--- src/rtl/crc_piso_serializer_if.sv ---
// Word-in / bit-out bus of crc_piso_serializer.
// master = packet source and line-side consumer; slave = the serializer.
interface crc_piso_serializer_if #(
  parameter int DATA_W = 8,
  parameter int CRC_W  = 16
);
  logic [DATA_W-1:0] in_data;
  logic              in_valid;
  logic              in_last;
  logic              in_ready;
  logic              en;
  logic              abort;
  logic              out_bit;
  logic              out_valid;
  logic              out_stuff;
  logic              eop;
  logic              underrun;
  logic [CRC_W-1:0]  crc_result;

  modport master (
    output in_data, in_valid, in_last, en, abort,
    input  in_ready, out_bit, out_valid, out_stuff, eop, underrun, crc_result
  );

  modport slave (
    input  in_data, in_valid, in_last, en, abort,
    output in_ready, out_bit, out_valid, out_stuff, eop, underrun, crc_result
  );
endinterface

--- src/rtl/crc_piso_serializer.sv ---
// Packet serializer: DATA_W-bit words out LSB-first, then the complemented CRC MSB-first.
// Define CRC_SER_BIT_STUFF_EN to insert a stuffed 0 after every six consecutive 1s.
module crc_piso_serializer #(
  parameter int               DATA_W = 8,
  parameter int               CRC_W  = 16,
  parameter logic [CRC_W-1:0] POLY   = 16'h8005
) (
  input  logic                 clk,
  input  logic                 rst_b,
  crc_piso_serializer_if.slave bus
);
  localparam int CNT_MAX = (DATA_W > CRC_W) ? DATA_W : CRC_W;
  localparam int CNT_W   = $clog2(CNT_MAX + 1);
  localparam logic [CNT_W-1:0] DATA_LAST = CNT_W'(DATA_W - 1);
  localparam logic [CNT_W-1:0] CRC_LAST  = CNT_W'(CRC_W - 1);

  typedef enum logic [1:0] {S_IDLE, S_DATA, S_CRC} state_t;

  state_t              state_q, state_d;
  logic [DATA_W-1:0]   shreg_q, shreg_d;
  logic [CNT_W-1:0]    cnt_q, cnt_d;
  logic [CRC_W-1:0]    crc_q, crc_d;
  logic [CRC_W-1:0]    crc_res_q, crc_res_d;
  logic                last_q, last_d;
  logic                eop_q, eop_d;
  logic                underrun_q, underrun_d;
  logic                ready_c;
  logic                crc_bit;
  logic                cur_bit;
  logic                bit_take;
  logic                stuff_pend;
  logic                stuff_next;

  function automatic logic [CRC_W-1:0] crc_step(input logic [CRC_W-1:0] c, input logic b);
    logic fb;
    fb = b ^ c[CRC_W-1];
    return {c[CRC_W-2:0], 1'b0} ^ (fb ? POLY : '0);
  endfunction

  always_comb begin
    crc_bit = 1'b0;
    for (int i = 0; i < CRC_W; i++) begin
      if (cnt_q == CNT_W'(CRC_W - 1 - i)) crc_bit = ~crc_q[i];
    end
  end

  assign cur_bit  = (state_q == S_DATA) ? shreg_q[0] :
                    (state_q == S_CRC)  ? crc_bit    : 1'b0;
  assign bit_take = (state_q != S_IDLE) && bus.en && !stuff_pend;

`ifdef CRC_SER_BIT_STUFF_EN
  localparam logic [CNT_W-1:0] CRC_DONE = CNT_W'(CRC_W);
  logic [2:0] ones_q;

  assign stuff_pend = (ones_q == 3'd6) && (state_q != S_IDLE);
  assign stuff_next = cur_bit && (ones_q == 3'd5);

  always_ff @(posedge clk or negedge rst_b) begin
    if (!rst_b) begin
      ones_q <= '0;
    end else if (state_q == S_IDLE || (bus.en && stuff_pend)) begin
      ones_q <= '0;
    end else if (bit_take) begin
      ones_q <= cur_bit ? ones_q + 3'd1 : 3'd0;
    end
  end
`else
  assign stuff_pend = 1'b0;
  assign stuff_next = 1'b0;
`endif

  always_comb begin
    state_d    = state_q;
    shreg_d    = shreg_q;
    cnt_d      = cnt_q;
    crc_d      = crc_q;
    crc_res_d  = crc_res_q;
    last_d     = last_q;
    eop_d      = 1'b0;
    underrun_d = 1'b0;
    ready_c    = 1'b0;
    unique case (state_q)
      S_IDLE: begin
        ready_c = 1'b1;
        if (bus.in_valid) begin
          shreg_d = bus.in_data;
          last_d  = bus.in_last;
          cnt_d   = '0;
          crc_d   = '1;
          state_d = S_DATA;
        end
      end
      S_DATA: begin
        // Next word is taken on the strobe that consumes the current word's final bit.
        ready_c = (cnt_q == DATA_LAST) && !last_q && bus.en && !stuff_pend;
        if (bit_take) begin
          crc_d   = crc_step(crc_q, cur_bit);
          shreg_d = shreg_q >> 1;
          cnt_d   = cnt_q + CNT_W'(1);
          if (cnt_q == DATA_LAST) begin
            cnt_d = '0;
            if (last_q) begin
              state_d = S_CRC;
            end else if (bus.in_valid) begin
              shreg_d = bus.in_data;
              last_d  = bus.in_last;
            end else begin
              state_d    = S_IDLE;
              underrun_d = 1'b1;
            end
          end
        end
      end
      S_CRC: begin
        if (bit_take) begin
          // A stuff owed after the last CRC bit parks cnt one past the end until sent.
          cnt_d = cnt_q + CNT_W'(1);
          if (cnt_q == CRC_LAST && !stuff_next) begin
            state_d   = S_IDLE;
            eop_d     = 1'b1;
            crc_res_d = ~crc_q;
          end
        end
`ifdef CRC_SER_BIT_STUFF_EN
        else if (bus.en && cnt_q == CRC_DONE) begin
          state_d   = S_IDLE;
          eop_d     = 1'b1;
          crc_res_d = ~crc_q;
        end
`endif
      end
      default: state_d = S_IDLE;
    endcase
    if (bus.abort) begin
      state_d    = S_IDLE;
      ready_c    = 1'b0;
      eop_d      = 1'b0;
      underrun_d = 1'b0;
      crc_res_d  = crc_res_q;
    end
  end

  always_ff @(posedge clk or negedge rst_b) begin
    if (!rst_b) begin
      state_q    <= S_IDLE;
      shreg_q    <= '0;
      cnt_q      <= '0;
      crc_q      <= '0;
      crc_res_q  <= '0;
      last_q     <= 1'b0;
      eop_q      <= 1'b0;
      underrun_q <= 1'b0;
    end else begin
      state_q    <= state_d;
      shreg_q    <= shreg_d;
      cnt_q      <= cnt_d;
      crc_q      <= crc_d;
      crc_res_q  <= crc_res_d;
      last_q     <= last_d;
      eop_q      <= eop_d;
      underrun_q <= underrun_d;
    end
  end

  assign bus.in_ready   = ready_c;
  assign bus.out_bit    = stuff_pend ? 1'b0 : cur_bit;
  assign bus.out_valid  = (state_q != S_IDLE);
  assign bus.out_stuff  = stuff_pend;
  assign bus.eop        = eop_q;
  assign bus.underrun   = underrun_q;
  assign bus.crc_result = crc_res_q;
endmodule
--- src/flat_wrapper.sv ---
// flat-port wrapper written by rule: the top's interface ports become plain ports
module crc_piso_serializer_flat 
#(
  parameter int               DATA_W = 8,
  parameter int               CRC_W  = 16,
  parameter logic [CRC_W-1:0] POLY   = 16'h8005
)
  (clk, rst_b, bus_in_data, bus_in_valid, bus_in_last, bus_en, bus_abort, bus_in_ready, bus_out_bit, bus_out_valid, bus_out_stuff, bus_eop, bus_underrun, bus_crc_result);
  crc_piso_serializer_if #(.DATA_W(DATA_W), .CRC_W(CRC_W)) bus_i ();
  input  logic clk;
  input  logic rst_b;
  input wire logic [$bits(bus_i.in_data)-1:0] bus_in_data;
  input wire logic [$bits(bus_i.in_valid)-1:0] bus_in_valid;
  input wire logic [$bits(bus_i.in_last)-1:0] bus_in_last;
  input wire logic [$bits(bus_i.en)-1:0] bus_en;
  input wire logic [$bits(bus_i.abort)-1:0] bus_abort;
  output wire logic [$bits(bus_i.in_ready)-1:0] bus_in_ready;
  output wire logic [$bits(bus_i.out_bit)-1:0] bus_out_bit;
  output wire logic [$bits(bus_i.out_valid)-1:0] bus_out_valid;
  output wire logic [$bits(bus_i.out_stuff)-1:0] bus_out_stuff;
  output wire logic [$bits(bus_i.eop)-1:0] bus_eop;
  output wire logic [$bits(bus_i.underrun)-1:0] bus_underrun;
  output wire logic [$bits(bus_i.crc_result)-1:0] bus_crc_result;
  assign bus_i.in_data = bus_in_data;
  assign bus_i.in_valid = bus_in_valid;
  assign bus_i.in_last = bus_in_last;
  assign bus_i.en = bus_en;
  assign bus_i.abort = bus_abort;
  assign bus_in_ready = bus_i.in_ready;
  assign bus_out_bit = bus_i.out_bit;
  assign bus_out_valid = bus_i.out_valid;
  assign bus_out_stuff = bus_i.out_stuff;
  assign bus_eop = bus_i.eop;
  assign bus_underrun = bus_i.underrun;
  assign bus_crc_result = bus_i.crc_result;
  crc_piso_serializer #(.DATA_W(DATA_W), .CRC_W(CRC_W), .POLY(POLY)) u_core (.clk(clk), .rst_b(rst_b), .bus(bus_i));
endmodule
--- config.mk ---
export PLATFORM = sky130hd
export DESIGN_NAME = crc_piso_serializer_flat
export DESIGN_NICKNAME = d
export VERILOG_FILES = /design/src/rtl/crc_piso_serializer_if.sv /design/src/rtl/crc_piso_serializer.sv /design/src/flat_wrapper.sv
export SDC_FILE = /design/constraint.sdc
export NUM_CORES = 1
export LEC_CHECK = 0
export CAP_MARGIN = 20
export CORE_UTILIZATION = 30
export CTS_CLUSTER_DIAMETER = 120
export DETAILED_ROUTE_END_ITERATION = 12
export PLACE_DENSITY = 0.5
export SLEW_MARGIN = 40
export SYNTH_ARGS = -nofsm -noshare
export SYNTH_HDL_FRONTEND = slang
export SYNTH_SLANG_ARGS = --single-unit
--- constraint.sdc ---
create_clock -name clk -period 3.2 [get_ports clk]
set_input_delay 0.8 -clock clk [delete_from_list [all_inputs] [get_ports clk]]
set_output_delay 0.8 -clock clk [all_outputs]
set_load 0.005 [all_outputs]
==> Word level (Yosys, flattened, before mapping) <==
Index checks and enable logic that the tools add are counted.
{ "classes": {"add_sub_neg": 1, "multipliers": 0, "n_div": 0, "n_lt_le_gt_ge": 0, "n_eq_ne": 27, "shifts": 0, "muxes": 60, "bitwise_logic": 20, "n_reduce_logical": 14} }
{ "ops": {"columns": ["operator", "count"], "rows": [
  ["$mux W16", 3],
  ["$eq A5 B4 Y1 const B", 8],
  ["$mux W8", 5],
  ["$mux W1", 34],
  ["$pmux W16 S2", 1],
  ["$eq A5 B3 Y1 const B", 4],
  ["$mux W5", 4],
  ["$not A1 Y1", 17],
  ["$mux W2", 8],
  ["$not A16 Y16", 1],
  ["$pmux W8 S2", 1],
  ["$xor A16 B16 Y16", 1],
  ["$pmux W5 S3", 1],
  ["$ne A3 B2 Y1 const B", 4],
  ["$reduce_and A4 Y1", 3],
  ["$eq A5 B2 Y1 const B", 2],
  ["$ne A2 B1 Y1 const B", 3],
  ["$pmux W2 S3", 1],
  ["$reduce_and A6 Y1", 1],
  ["$add A5 B1 Y5 const B", 1],
  ["$eq A5 B1 Y1 const B", 1],
  ["$logic_not A5 Y1", 1],
  ["$ne A4 B3 Y1 const B", 1],
  ["$pmux W1 S2", 2],
  ["other kinds (11)", 14]
]} }
{ "totals": {"regBits": 50, "latch_bits": 0, "ramBits": 0, "rom_bits": 0, "in_bits": 14, "output_inout_bits": 22, "mem_count": 0} }

==> Logic depth before layout (Yosys ltp) <==
Gate-level depths: netlist of run 1.
{ "depth": {"depth_word": 24, "ltp_mapped": 11, "ltp_nobuf": 11} }

==> Worst setup path after synthesis of run 1 <==
No wires, ideal clock.
{ "synth_path": {"path_kind": "reg2out", "from": "register u_core.cnt_q[0]", "to": "output bus_out_bit", "t_arrival_ns": 1.810, "required_time_ns": 2.400, "path_slack_ns": 0.590, "stages_incl_launch_ff": 10, "cell_sequence": "dfrtp_1 ha_1 inv_1 nor3_1 ha_1 nor2b_1 mux2i_1 o2bb2ai_1 a211oi_2 a21oi_2"} }
{ "synth_between": {"elab_chain_len": 19, "elab_cells_between_ends": 34, "cone_classes": "eq/ne (15); mux (18); reduce/logical (1)"} }
{ "synth_rtl": {"columns": ["element", "line", "source"], "rows": [
  ["start: declaration", "crc_piso_serializer.sv:21", "logic [CNT_W-1:0] cnt_q, cnt_d;"],
  ["start signal: assignment", "crc_piso_serializer.sv:156", "cnt_q <= cnt_d;"],
  ["$eq A5 B4 Y1", "crc_piso_serializer.sv:43", "if (cnt_q == CNT_W'(CRC_W - 1 - i)) crc_bit = ~crc_q[i];"],
  ["$mux W1 (15 in a row)", "crc_piso_serializer.sv:43", null],
  ["$mux W1 (*)", "crc_piso_serializer.sv:43", null],
  ["$mux W1 (*)", "crc_piso_serializer.sv:48", "(state_q == S_CRC) ? crc_bit : 1'b0;"],
  ["$mux W1 (*)", "crc_piso_serializer.sv:47", "assign cur_bit = (state_q == S_DATA) ? shreg_q[0] :"],
  ["end: declaration", "flat_wrapper.sv:18", "output wire logic [$bits(bus_i.out_bit)-1:0] bus_out_bit;"]
]} }
Mark *: on every way between the ends. The rest lies on a longest branch, timed or not.

==> Worst setup path after layout of run 1 <==
Ends and elaborated chain as after synthesis.

==> results of run 1 <==
## cell families (layout without fill, tap and decap cells)
kind of cell / Yosys count / after routing / synth area share (%)
and+or+nand+nor: 86 / 86 / 16.5
AOI/OAI and AO/OA: 82 / 82 / 21.0
DFF: 50 / 50 / 48.0
buffers and inverters: 29 / 73 / 5.85
adders and majority gates: 9 / 9 / 4.32
muxes: 8 / 8 / 3.07
xor gates and xnor gates: 2 / 2 / 1.20
other: 1 / 1 / 0.144
## flip-flops by register name, indices dropped and copies added, names as in the netlist
register / flops
u_core.state_q: 2
u_core.bus.underrun: 1
u_core.shreg_q: 8
u_core.crc_q: 16
u_core.cnt_q: 5
u_core.bus.crc_result: 16
u_core.last_q: 1
u_core.bus.eop: 1
## cells in the final DEF, fill, tap and decap left out, types with 2 or more instances in the layout
master	instances
dfrtp_1	49
nand2_1	34
clkdlybuf4s50_1	32
o21ai_0	26
a21oi_1	19
nor2_1	16
buf_4	16
o22a_1	15
inv_1	13
nor2b_1	8
mux2i_1	8
clkbuf_8	5
nand2b_1	4
nand3_1	4
ha_1	4
o31ai_1	3
nor3_1	3
nand3b_1	3
ha_4	3
inv_2	2
nor4_1	2
a22oi_1	2
a211oi_2	2
o211ai_1	2
ha_2	2
## area by class of cell
class | instances | area, µm² | area share (%)
Clock buffer | 5 | 68.8 | 2.11
Sequential cell | 50 | 1250 | 38.4
Multi-Input combinational cell | 188 | 1250 | 38.5
Tap cell | 105 | 131 | 4.03
Timing Repair Buffer | 50 | 450 | 13.8
Inverter | 15 | 56.3 | 1.73
Clock inverter | 3 | 48.8 | 1.50
## per-stage QoR
stage                     hold WS [ns]  setup slack (ns)  setup TNS [ns]  cells
after floorplan                  0.473             0.590               0    267
final                            0.402             0.215               0    416
after global placement           0.464            0.0638               0    403
after detailed placement         0.471           -0.0238         -0.0238    403
after global routing             0.418            0.0164               0    416
after CTS                        0.409            0.0207               0    415
## worst max-delay path: cells and delay by family (launching register included)
kind	cells	cell delay [ns]
multiplexers	1	0.08
flip-flops	1	0.43
AND/OR/NAND/NOR	2	0.33
adder cells (fa/ha/maj)	2	0.40
AO/OA/AOI/OAI	3	0.45
buffers and inverters	2	0.19
## worst paths after layout
path / end / startpoint
max: bus_out_bit / u_core.cnt_q[0]
min: u_core.bus.eop / rst_b
max reg2reg: u_core.crc_q[15] / u_core.cnt_q[0]
min reg2reg: u_core.bus.crc_result[13] / u_core.bus.crc_result[13]
max in group asynchronous: u_core.cnt_q[1] / rst_b
min in group clk: u_core.bus.crc_result[13] / u_core.bus.crc_result[13]
## repair_timing
item                       4_1_cts  5_1_grt
pin swaps                        2        2
setup endpoints to repair        1        1
resized for setup                6       10
setup buffers                    4        1
## power by group
group          total [mW]  internal, mW  switching (mW)
logic               0.555         0.253           0.302
clock network       0.470         0.239           0.232
registers           0.769         0.706          0.0634
total                1.79          1.20           0.597
## routing by layer
metal / part of all wire (%) / wire length [µm] / vias up
met5: 0 / 0 / -
met4: 0.80 / 46 / 0
met3: 4.0 / 229 / 6
met2: 44 / 2530 / 49
met1: 51 / 2930 / 940
li1: - / - / 1027
==> run summary, run 1 <==
WP data arrival: 2.18 ns
Max incr delay on CP: 0.43 ns
Clk pin slew, worst setup/hold paths: 0.11 ns
Core ar.: 0.00830 mm²
Ant diodes: 0
Bufs on Longest Clock Path: 2
Critical path fanouts, max: 5
Yosys top cell area share: 48.0%
Final core occ: 39.3%
GRT Total Usage: 14.0%
Grt met3 use: 2.95%
Clock Latency Late Sink: 0.31 ns
H-tree levels: 2
Synth cell types: 49
Max_cap viols: 0
Vias in the first global route: 1960
Hold/Removal Path Class: input port to asynchronous set/reset pin
R2R cell count: 12
Port bufs: 34
Placer Congestion: 0.891
Post-synth EDFFs: 0
Area Growth Syn to Fin: 25.1%
Commonest cells post-synth: dfrtp_1 (50), nand2_1 (34), o21ai_0 (26)
Wirelength, routed: 5.73 mm
Fin crit period: 2.98 ns
Most frequent cell on the critical path: ha_2
Skew final: 0.00983 ns
Largest net degree at the start of global routing: 34
Status: finished clean
Commonest register cell after synthesis: dfrtp_1
Crit-path cells: ha_2 > inv_1 > nor3_2 > ha_2 > nor2b_2 > mux2i_1 > o2bb2ai_1 > a211oi_2 > a21oi_2 > clkbuf_2
Post-route ant nets: 0
WL/cell: 13.8 µm
Top cells by area, synth: dfrtp_1 (48%), o22a_1 (5.0%), o21ai_0 (5.0%)
Synth Cell Area: 0.00261 mm²
Ports: 36
Initial antenna violation count: 0
Worst slew pin tran: 0.515 ns
Crit share post-route: 93.3%
Leak: 1.30 nW
Kind of critical path: flop to primary output
Yosys reg bits: 50
Synthesized area per cell: 9.77 µm²
DRC: 0
Cell Area, Placed: 0.00306 mm²
DRT Pass-1 Iters: 6
Async SR Flop Fraction: 100%
Largest area contributor in the netlist: dfrtp_1
Synth Instances: 267
Detailed placement HPWL: 4.05 mm
Met2 Resource Use GR: 21.7%
WP data required: 2.40 ns
First DRT Iteration DRCs: 80
Nets: 333
Setup slack, reg-to-reg: 0.72 ns
Final Max Tran Viols: 0
Worst relative slew slack: 65.6%
Starting Density: 31.4%
PD cells: 550 mW/mm²
Final setup fails: 0
Finished Cell Area: 0.00326 mm²
Die W: 95.3 µm
Grt met1 use: 19.8%
Fillers: 834
RSZ-0062 raised after global routing: no
Die Area: 0.00907 mm²
Seq/Total Area, Yosys: 48.0%
Most frequent cell after synthesis: dfrtp_1
First-pass GRT wire length: 9.89 mm
Global route overflow: 0
Fmax: 0.335 GHz
Peak VDD IR: 0.000239 V
Row count: 33
Critical-path top delay cell: dfrtp_1
CTS Root Cell: clkbuf_8
Layout cell share with drive strength beyond 1: 15.8%
CTS tree: built
Hold Vio Cnt, Final: 0
Top Usage Layer GRT: met2
Clock sinks: 50
Die Y-Extent: 95.3 µm
Mapped Nets: 290
Total vias in the final route: 2022
CP Launch Type: flop
Setup crit end kind: primary output
Yosys warning total: 0
Pwr Total: 1.79 mW
Total CTS buffers: 5
Vias per Instance: 4.86
Hold buffer count at cts: 0
(Power assumes the default switching activity.)
==> run 2: changes to the inputs <==
--- a/config.mk
+++ b/config.mk
@@ -7,4 +7,5 @@
 export LEC_CHECK = 0
 export CAP_MARGIN = 20
+export CORE_MARGIN = 3
 export CORE_UTILIZATION = 30
 export CTS_CLUSTER_DIAMETER = 120
==> constraint.sdc (replaced) <==
create_clock -name clk -period 3.2 [get_ports clk]
set_input_delay 0.8 -clock clk [delete_from_list [all_inputs] [get_ports clk]]
set_output_delay 0.8 -clock clk [all_outputs]
set_load 0.1 [all_outputs]
==> run summary, run 2 (synthesis results as in run 1) <==
Crit-path cells: inv_2 > ha_4 > a21oi_1 > a2111oi_2 > nor3_1 > a211oi_2 > a21oi_4 > buf_12
WL/cell: 14.0 µm (+1.6%)
Max_cap viols: 0 (unchanged)
Worst slew pin tran: 0.501 ns (-0.0145 ns)
Bufs on Longest Clock Path: 2 (unchanged)
CTS Root Cell: clkbuf_8
Port bufs: 34 (unchanged)
Global route overflow: 0 (unchanged)
WP data required: 2.40 ns (about the same)
Post-route ant nets: 0 (unchanged)
Hold buffer count at cts: 0 (unchanged)
Commonest non-fill, non-tap cells in the layout: dfrtp_1 (47), nand2_1 (34), buf_4 (30), o21ai_0 (26), a21oi_1 (18)
Area Growth Syn to Fin: 25.2%
Crit share post-route: 95.1% (+1.8 points)
WP data arrival: 2.24 ns (+0.06 ns)
Vias in the first global route: 1928 (-1.6%)
Fmax: 0.329 GHz (-1.9%)
Hold/Removal Path Class: input port to asynchronous set/reset pin
Peak VDD IR: 0.000404 V (+69%)
Status: finished clean
Gate power share: 36.3% (+5.4 points)
Row count: 33 (unchanged)
Starting Density: 31.3% (-0.16 points)
Clk pin slew, worst setup/hold paths: 0.11 ns (about the same)
Ant diodes: 0 (unchanged)
Initial antenna violation count: 0 (unchanged)
RSZ-0062 raised after global routing: no
Setup TNS Final: 0 ns (unchanged)
Cell Area, Placed: 0.00304 mm² (-0.61%)
DRT Pass-1 Iters: 4 (-2)
Kind of critical path: flop to primary output
Die W: 99.3 µm (+4.2%)
Critical path fanouts, max: 10 (+5)
Leak: 1.32 nW (+2.1%)
CTS tree: built
Placer Congestion: 0.922 (+3.4%)
Max incr delay on CP: 0.46 ns (+0.03 ns)
Clock group share of total power: 21.4% (-4.8 points)
Fillers: 840 (+0.72%)
CP Launch Type: flop
Worst relative slew slack: 66.6% (+0.97 points)
Die Y-Extent: 99.3 µm (+4.2%)
Clock sinks: 50 (unchanged)
Fin crit period: 3.04 ns (+0.0590 ns)
H-tree levels: 2 (unchanged)
Cell Int Power: 1.14 mW (-5.1%)
Wirelength, routed: 5.80 mm (+1.1%)
Most common cell after layout, fill and taps aside: dfrtp_1
Largest net degree at the start of global routing: 34 (unchanged)
Total CTS buffers: 5 (unchanged)
Vias per Instance: 4.94 (+1.6%)
Final setup fails: 0 (unchanged)
Final Max Tran Viols: 0 (unchanged)
Setup crit end kind: primary output
Critical-path top delay cell: dfrtp_2
DRC: 0 (unchanged)
Finished Cell Area: 0.00327 mm² (+0.11%)
Layout cell share with drive strength beyond 1: 23.9% (+8.2 points)
Die Area: 0.00985 mm² (+8.6%)
Detailed placement HPWL: 4.22 mm (+4.3%)
Ports: 36 (unchanged)
Hold Vio Cnt, Final: 0 (unchanged)
Sw frac: 37.7% (+4.5 points)
Nets: 331 (-0.60%)
First-pass GRT wire length: 9.69 mm (-2.0%)
Clock Latency Late Sink: 0.31 ns (about the same)
Psw: 0.689 mW (+15%)
Total vias in the final route: 2044 (+1.1%)
GRT Total Usage: 12.1% (-1.9 points)
Skew final: 0.0153 ns (+0.00544 ns)
Pwr Total: 1.82 mW (+1.7%)
PD cells: 559 mW/mm² (+1.6%)
Seq pwr share: 42.3% (-0.6 points)
Multi-input combinational cell area: 0.00130 mm² (+3.5%)
Flip-flop and latch area: 0.00125 mm² (+0.20%)
First DRT Iteration DRCs: 93 (+16%)
Core ar.: 0.00834 mm² (+0.50%)
==> run 2: cell count changes in the layout (fill, tap and decap cells not counted), moves of 2 or more <==
cell,previous run,this run
buf_4,16,30
buf_6,0,2
clkdlybuf4s50_1,32,12
dfrtp_1,49,47
buf_12,0,3
dfrtp_2,1,3
==> run 2: layout make-up <==
class | count | area share (%)
clock buffer | 5 | 2.11
sequential | 50 | 38.4
multi-input combinational | 188 | 39.8
tap | 105 | 4.02
clock inverter | 3 | 0.728
inverter | 15 | 1.72
timing repair buffer | 48 | 13.3
==> run 2: routing by layer <==
layer  track usage (%)  vias up  part of all wire [%]
met2              18.8       38                    44
met3              2.45        6                   3.6
met1              17.4      975                    52
met4              2.84        0                  0.83
li1                  -     1025                     -
met5                 0        -                     0
==> run 2: power groups by stage <==
| stage | logic (mW) | registers (mW) | clock network [mW] |
|---|---|---|---|
| CTS | 0.639 | 0.767 | 0.409 |
| finish | 0.663 | 0.771 | 0.390 |
| global route | 0.738 | 0.784 | 0.432 |
| floorplan | 0.485 | 0.761 | 0 |
| global placement | 0.628 | 0.778 | 0 |
| detailed placement | 0.632 | 0.779 | 0 |
==> run 2: repair_timing <==
action	CTS	global route
gates resized for setup	3	20
buffers inserted	1	4
endpoints found under the setup margin	1	1
pin swaps	1	4
==> run 2: worst paths after layout <==
path / start / end / slack [ns] / cells after the start
setup / recovery: u_core.cnt_q[0] / bus_out_bit / 0.16 / 8
hold / removal: rst_b / u_core.bus.crc_result[3] / 0.42 / 1
setup reg to reg: u_core.cnt_q[0] / u_core.crc_q[15] / 0.75 / 12
hold reg to reg: u_core.bus.crc_result[1] / u_core.bus.crc_result[1] / 0.49 / 2
max in group asynchronous: rst_b / u_core.cnt_q[0] / 2.12 / 2
min in group clk: u_core.bus.crc_result[1] / u_core.bus.crc_result[1] / 0.49 / 2
==> run 2: critical path: cells and delay by family, from the launching register on <==
| kind | cells | cell delay, ns |
|---|---|---|
| AO/OA/AOI/OAI | 4 | 0.88 |
| flip-flops | 1 | 0.46 |
| buffers and inverters | 2 | 0.30 |
| adder cells (fa/ha/maj) | 1 | 0.20 |
| AND/OR/NAND/NOR | 1 | 0.09 |
==> run 2: through the flow <==
| step | worst slack [ns] | hold WS (ns) | cells | utilization [%] |
|---|---|---|---|---|
| after floorplan | 0.164 | 0.476 | 267 | - |
| after global placement | 0.272 | 0.462 | 401 | 36.5 |
| after detailed placement | 0.234 | 0.473 | 401 | 36.5 |
| after CTS | 0.00866 | 0.437 | 410 | 37.8 |
| after global routing | 0.00530 | 0.454 | 414 | 39.2 |
| final | 0.156 | 0.423 | 414 | 39.2 |
